$ cat src/rtl/adc_sample_fifo.sv
// Elastic FWFT buffer between the ADC sample stream and a valid/ready consumer.
// Define ADC_FIFO_DROP_CNT_EN to build the saturating dropped-sample counter.
module adc_sample_fifo #(
    parameter int unsigned DATA_W      = 16,
    parameter int unsigned DEPTH       = 16,
    parameter int unsigned ALMOST_FULL = 12,
    parameter int unsigned DROP_W      = 16
) (
    input  logic                       clk,
    input  logic                       rst,
    input  logic [DATA_W-1:0]          in_data,
    input  logic                       in_valid,
    output logic [DATA_W-1:0]          out_data,
    output logic                       out_valid,
    input  logic                       out_ready,
    output logic [$clog2(DEPTH):0]     level,
    output logic                       almost_full,
    output logic                       overflow,
    input  logic                       clear_ovf,
    output logic [DROP_W-1:0]          drop_cnt
);

    localparam int unsigned PTR_W = $clog2(DEPTH);
    localparam int unsigned LVL_W = PTR_W + 1;

    logic [DATA_W-1:0] mem [DEPTH];

    logic [PTR_W-1:0]  wr_ptr_q, wr_ptr_d;
    logic [PTR_W-1:0]  rd_ptr_q, rd_ptr_d;
    logic [LVL_W-1:0]  level_q, level_d;
    logic [DATA_W-1:0] out_data_q, out_data_d;
    logic              out_valid_q, out_valid_d;
    logic              almost_full_q, almost_full_d;
    logic              overflow_q, overflow_d;

    logic full, push, pop, drop;

    always_comb begin
        full = (level_q == LVL_W'(DEPTH));
        pop  = out_valid_q & out_ready;
        push = in_valid & (~full | pop);
        drop = in_valid & full & ~pop;
    end

    always_comb begin
        wr_ptr_d      = push ? wr_ptr_q + PTR_W'(1) : wr_ptr_q;
        rd_ptr_d      = pop ? rd_ptr_q + PTR_W'(1) : rd_ptr_q;
        level_d       = level_q + LVL_W'(push) - LVL_W'(pop);
        out_valid_d   = (level_d != '0);
        almost_full_d = (level_d >= LVL_W'(ALMOST_FULL));
        // New head is the incoming sample when nothing else remains after this cycle's pop.
        out_data_d    = out_data_q;
        if (push && (level_q - LVL_W'(pop)) == '0) begin
            out_data_d = in_data;
        end else if (level_d != '0) begin
            out_data_d = mem[rd_ptr_d];
        end
        // A drop in the same cycle as a clear keeps the flag set.
        overflow_d = overflow_q;
        if (drop) begin
            overflow_d = 1'b1;
        end else if (clear_ovf) begin
            overflow_d = 1'b0;
        end
    end

    always_ff @(posedge clk) begin
        if (push) begin
            mem[wr_ptr_q] <= in_data;
        end
    end

    always_ff @(posedge clk) begin
        if (rst) begin
            wr_ptr_q      <= '0;
            rd_ptr_q      <= '0;
            level_q       <= '0;
            out_data_q    <= '0;
            out_valid_q   <= 1'b0;
            almost_full_q <= 1'b0;
            overflow_q    <= 1'b0;
        end else begin
            wr_ptr_q      <= wr_ptr_d;
            rd_ptr_q      <= rd_ptr_d;
            level_q       <= level_d;
            out_data_q    <= out_data_d;
            out_valid_q   <= out_valid_d;
            almost_full_q <= almost_full_d;
            overflow_q    <= overflow_d;
        end
    end

`ifdef ADC_FIFO_DROP_CNT_EN
    logic [DROP_W-1:0] drop_cnt_q, drop_cnt_d;

    always_comb begin
        drop_cnt_d = drop_cnt_q;
        if (clear_ovf) begin
            drop_cnt_d = DROP_W'(drop);
        end else if (drop && drop_cnt_q != {DROP_W{1'b1}}) begin
            drop_cnt_d = drop_cnt_q + DROP_W'(1);
        end
    end

    always_ff @(posedge clk) begin
        if (rst) begin
            drop_cnt_q <= '0;
        end else begin
            drop_cnt_q <= drop_cnt_d;
        end
    end

    assign drop_cnt = drop_cnt_q;
`else
    assign drop_cnt = '0;
`endif

    assign out_data    = out_data_q;
    assign out_valid   = out_valid_q;
    assign level       = level_q;
    assign almost_full = almost_full_q;
    assign overflow    = overflow_q;

endmodule

$ cat config.mk
export PLATFORM = sky130hd
export DESIGN_NAME = adc_sample_fifo
export DESIGN_NICKNAME = d
export VERILOG_FILES = /design/src/rtl/adc_sample_fifo.sv
export SDC_FILE = /design/constraint.sdc
export NUM_CORES = 1
export LEC_CHECK = 0
export BUFFER_PORTS_ARGS = -buffer_cell sky130_fd_sc_hd__buf_2
export CAP_MARGIN = 0
export CORE_ASPECT_RATIO = 1.2
export CORE_MARGIN = 2
export CORE_UTILIZATION = 45
export CTS_CLUSTER_DIAMETER = 150
export DETAILED_ROUTE_END_ITERATION = 6
export PLACE_DENSITY = 0.68
export SYNTH_ARGS = -nofsm -noshare
export SYNTH_HDL_FRONTEND = slang
export SYNTH_SLANG_ARGS = --single-unit
$ cat constraint.sdc
create_clock -name clk -period 4.25 [get_ports clk]
set_clock_uncertainty 0.2 [all_clocks]
set_input_delay 0.2125 -clock clk [delete_from_list [all_inputs] [get_ports clk]]
set_output_delay 0.2125 -clock clk [all_outputs]
set_load 0.02 [all_outputs]
# Word-level counts from Yosys, hierarchy flattened
# Memories as Yosys holds them, arrays and structs flattened.
# Cells that the tools add are included.
# classes
addsub	5
n_mul	0
div_mod_pow	0
magnitude_cmp	1
eq_ne	1
n_shift	0
muxes	7
bitwise_logic	7
reduce_logical	5
# ops
operator	count
16-bit two-way mux	2
5-bit by 1-bit subtractor with 5-bit output	2
4-bit by 1-bit adder with 4-bit output (second input constant)	2
5-bit by 1-bit adder with 5-bit output	1
5-bit equality test (second input constant)	1
5-bit by 4-bit greater-or-equal comparator with 1-bit output (second input constant)	1
5-bit logical NOT	1
5-bit nonzero test	1
1-bit bitwise AND	4
1-bit two-way mux	4
4-bit two-way mux	1
2-bit nonzero test	2
1-bit inverter	2
1-bit logical AND	1
1-bit bitwise OR	1
# totals
register_bits	32
latchBits	0
ram_bits	256
mem_bits_ro	0
inputBits	21
out_inout_bits	40
elab_cells	34
mem_count	1
# memory_table
memory	words	word_bits	rd	rd_ports_with_merged_regs	wr	line_no	source
mem	16	16	1	0	1	26	logic [DATA_W-1:0] mem [DEPTH];

# Depth between registers and ports, before layout
# logic_depth
depth_word	9
ltp_mapped	17
ltp_nobuf	15

# Worst setup path after synthesis
# No wires, ideal clock.
# synth_path
kind	register to register
start	reg level_q[2], in the netlist level[2]
end	reg out_data_q[10], in the netlist out_data[10]
setup_time_ps	122
arrival_ps	3343
required_time_ps	3928
setup_slack_ps	585
stages_incl_launch_ff	18
path_buffers	2
period_less_slack_ps	3665
path_cell_list	dfxtp_1 inv_1 ha_1 nand2_1 o41a_1 buf_2 inv_1 ha_1 inv_1 ha_1 fa_1 nand2b_1 a21oi_1 nor3_1 o211a_1 nor2_1 clkbuf_1 a221o_1
# synth_via
elab_chain_len	8
elab_cells_between_ends	12
classes_between	add/sub (3); eq/ne (1); mux (1); bitwise (3); reduce/logical (4)
# synth_rtl
element	line_no	source
start, declared	30	logic [LVL_W-1:0] level_q, level_d;
start signal, assigned	85	level_q <= level_d;
5-bit equality test	39	full = (level_q == LVL_W'(DEPTH));
1-bit inverter	41	push = in_valid & (~full | pop);
1-bit bitwise OR	41	
1-bit bitwise AND	41	
5-bit by 1-bit adder with 5-bit output	48	level_d = level_q + LVL_W'(push) - LVL_W'(pop);
5-bit by 1-bit subtractor with 5-bit output	48	
5-bit nonzero test	55	end else if (level_d != '0) begin
2-bit nonzero test (no line)	-	
end signal, assigned	86	out_data_q <= out_data_d;
end, declared	31	logic [DATA_W-1:0] out_data_q, out_data_d;
# Parallel ways exist; a longest one is shown, timed or not.
# A chain may end at the register's enable or synchronous reset.

# Worst setup path in the final report
# layout_path
start	reg level_q[2], in the netlist level[2]
end	reg out_data_q[12], in the netlist out_data[12]
# Same word-level chain as after synthesis.

==> impl_metrics.tcl <==
set metrics [dict create \
    yosys.area.top_type "edfxtp_1" \
    numClockSinks 288 \
    yosysMostFrequentCell "edfxtp_1" \
    dpl.cell_count 1112 \
    syn_area_sq_um 11900 \
    hold-path-cell-count 4 \
    synth.area.top_cells "edfxtp_1 (65%), dfxtp_1 (5.4%), mux2i_1 (4.0%), a211oi_1 (4.0%), and3_1 (3.4%)" \
    std_cell_rows 65 \
    hp-start "out_ready" \
    boundaryPins 61 \
    drc 0 \
    arrival_ns 4.20 \
    die_h_microns 182 \
    track_usage_pct 18.8 \
    syn_avg_cell_area_sq_um 15.8 \
    antenna_cells 0 \
    fmax_mhz 253 \
    slowest_delay_ns 0.76 \
    fp.dieArea_sq_um 27700 \
    clkTransAtPathRegs_ns 0.07 \
    initial_core_util_pct 45.5 \
    ys_ff_latch 288 \
    cts.htree.levels 1 \
    cpMaxStageDelayCell "nor2_1" \
    ff2ff_setup_slack_ns 0.30 \
    cts_max_path_buffers 3 \
    synth.mux.area_fraction_pct 7.84 \
    worst_r2r_path_depth 15 \
    fillers 2137 \
    ys_top_cells_by_count "edfxtp_1 (256), and3_1 (65), a211oi_1 (64)" \
    globalRouteMet1Util_pct 24.2 \
    p_leak_nw 5.06 \
    io_buffers 44 \
    vias_per_cell 5.75 \
    synth_top_family_by_area "compound AO/OA/AOI/OAI gates" \
    timing.slew.headroom_pct 35.8 \
    antenna_found_initial 0 \
    vias 6784 \
    cp_num_buf_inv 3 \
    final_util_pct 51.9 \
    synth.distinct_cells 50 \
    die_x_microns 152 \
    path_cells "inv_1, ha_1, nand2_1, o41a_1, inv_1, ha_1, inv_1, ha_1, fa_1, nand2b_1, a21oi_1, o21a_1, o211a_1, nor2_1, a221o_1" \
    grt_setup_unrepaired "false" \
    async_flop_share_pct 0 \
    drive_gt1_share_pct 19.8 \
    insertion_delay_ns 0.53 \
    synth_edf_count 256 \
    busiest_layer "met2" \
    yosysWarnings 0 \
    critPathTopFamily "adder cells" \
    synthFlopType "edfxtp_1" \
    required_ns 4.51 \
    power.density_nw_per_um2 533 \
    ant_nets 0 \
    nets 861 \
    grt_pass1_vias 6943 \
    area_growth_pct 14.1 \
    drtIter0Drc 512 \
    setup_violations 0 \
    synth_top_area_share_pct 64.7 \
    synth_xor_area_share_pct 0.811 \
    core_area_sq_um 26100 \
    wl_per_cell_microns 22.4 \
    irDropWorstVdd_v 0.000291 \
    fin_crit_ns 3.95 \
    finalHoldViolCount 0 \
    cts_root_buf "clkbuf_16" \
    grt_pass1_wl_microns 40400 \
    max-cap-violations 0 \
    grt-ovfl-total 0 \
    period_share_pct 92.9 \
    tightest_slew_ns 0.959 \
    finalSetupTns_ns 0 \
    cts_made_buffers 26 \
    gp_congestion 0.842 \
    synth-seq-area-share_pct 70.1 \
    dp_hpwl_microns 16300 \
    routed_wl_microns 26400 \
    syn_inst 751 \
    grt_util_met2_pct 33.0 \
    dr.pass1.iters 5 \
    synth-compound-area-share_pct 8.34 \
    status "complete, no violations" \
    synth_simple_gate_area_share_pct 7.80 \
    slew_viol_final 0 \
    r2r-end "out_data[12]" \
    hp-class "in2reg" \
    endpoint_kind "flop" \
    timing.rr.start "level[2]" \
    fin_cells 1180 \
    total_power_mw 7.22 \
    holdPathEnd "rd_ptr_q[1]" \
    crit_fanout 12 \
    use_met3_pct 2.53 \
    grt_max_degree 46 \
    cts_tree "built" \
    critPathLaunchType "flop" \
    synthAdderAreaFrac_pct 1.64 \
    critPathKind "reg2reg" \
]
-- routing by layer --
metal  wire, microns  vias up  part of all wire, %
met1           10800     3402                   41
met4             760        0                  2.9
met5               0        -                    0
met3            1540       50                  5.8
met2           13400      229                   51
li1                -     3103                    -
-- report_power, final --
part	total [mW]	switching, mW	internal, mW	leakage (nW)
sequential	3.36	0.105	3.26	2.58
combinational	1.54	0.946	0.592	2.07
clock	2.32	0.971	1.35	0.410
total	7.22	2.02	5.20	5.06
-- registers in the layout, summed over array words and instances (netlist names) --
register,cells
overflow,1
almost_full,1
wr_ptr_q,4
out_valid,1
rd_ptr_q,4
mem,256
level,5
out_data,16
-- area by class of cell --
class | count | area [sq um] | area share [%]
Sequential cell | 288 | 8330 | 61.5
Multi-Input combinational cell | 402 | 3260 | 24.0
Clock buffer | 36 | 709 | 5.24
Timing Repair Buffer | 93 | 651 | 4.80
Tap cell | 335 | 419 | 3.09
Clock inverter | 12 | 134 | 0.988
Inverter | 14 | 52.6 | 0.388
-- repair_timing --
action,4_1_cts,5_1_grt
hold buffers,20,0
setup endpoints to repair,0,16
gates resized for setup,0,1
hold endpoints to repair,274,0
setup buffers,0,0
-- kinds of logic after synthesis --
family | Yosys count
XOR/XNOR | 11
other | 1
buffers and inverters | 76
flip-flops | 288
AND/OR/NAND/NOR | 160
multiplexers | 80
adder cells (fa/ha/maj) | 15
AO/OA/AOI/OAI | 120
-- through the flow --
| stage | area (sq um) | setup WS [ns] | hold slack [ns] |
|---|---|---|---|
| finish | 13600 | 0.303 | 0.0397 |
| global placement | 12500 | 0.413 | 0.279 |
| global route | 13600 | 0.0431 | 0.0559 |
| floorplan | 11900 | 0.585 | 0.111 |
| CTS | 13500 | 0.172 | 0.0132 |
| detailed placement | 12500 | 0.202 | 0.289 |
-- worst min-delay path: cells and delay by family --
kind	cells	cell delay [ns]
AOI/OAI and AO/OA	1	0.15
buffers and inverters	1	0.14
and+or+nand+nor	2	0.22
-- cells in the final DEF, fill, tap and decap left out, types with 14 or more instances in the layout --
cell type,Yosys,final
nor2_1,28,19
conb_1,1,16
dfxtp_1,32,32
and3_1,65,65
buf_4,22,28
clkbuf_16,0,27
edfxtp_1,256,256
and2_1,15,15
mux2i_1,48,48
dlygate4sd3_1,0,20
mux2_2,24,24
a221o_1,16,16
ha_1,14,14
buf_2,18,44
a211oi_1,64,64
-- worst max path at each step --
stage / startpoint / endpoint / cells after the start
final: level[2] / out_data[12] / 15
after global placement: level[3] / out_data[1] / 15
after floorplan: level[2] / out_data[10] / 17
after detailed placement: level[3] / out_data[12] / 15
after CTS: level[3] / out_data[12] / 15
after global routing: level[3] / out_data[14] / 15
Power figures use the tool's default switching activity.
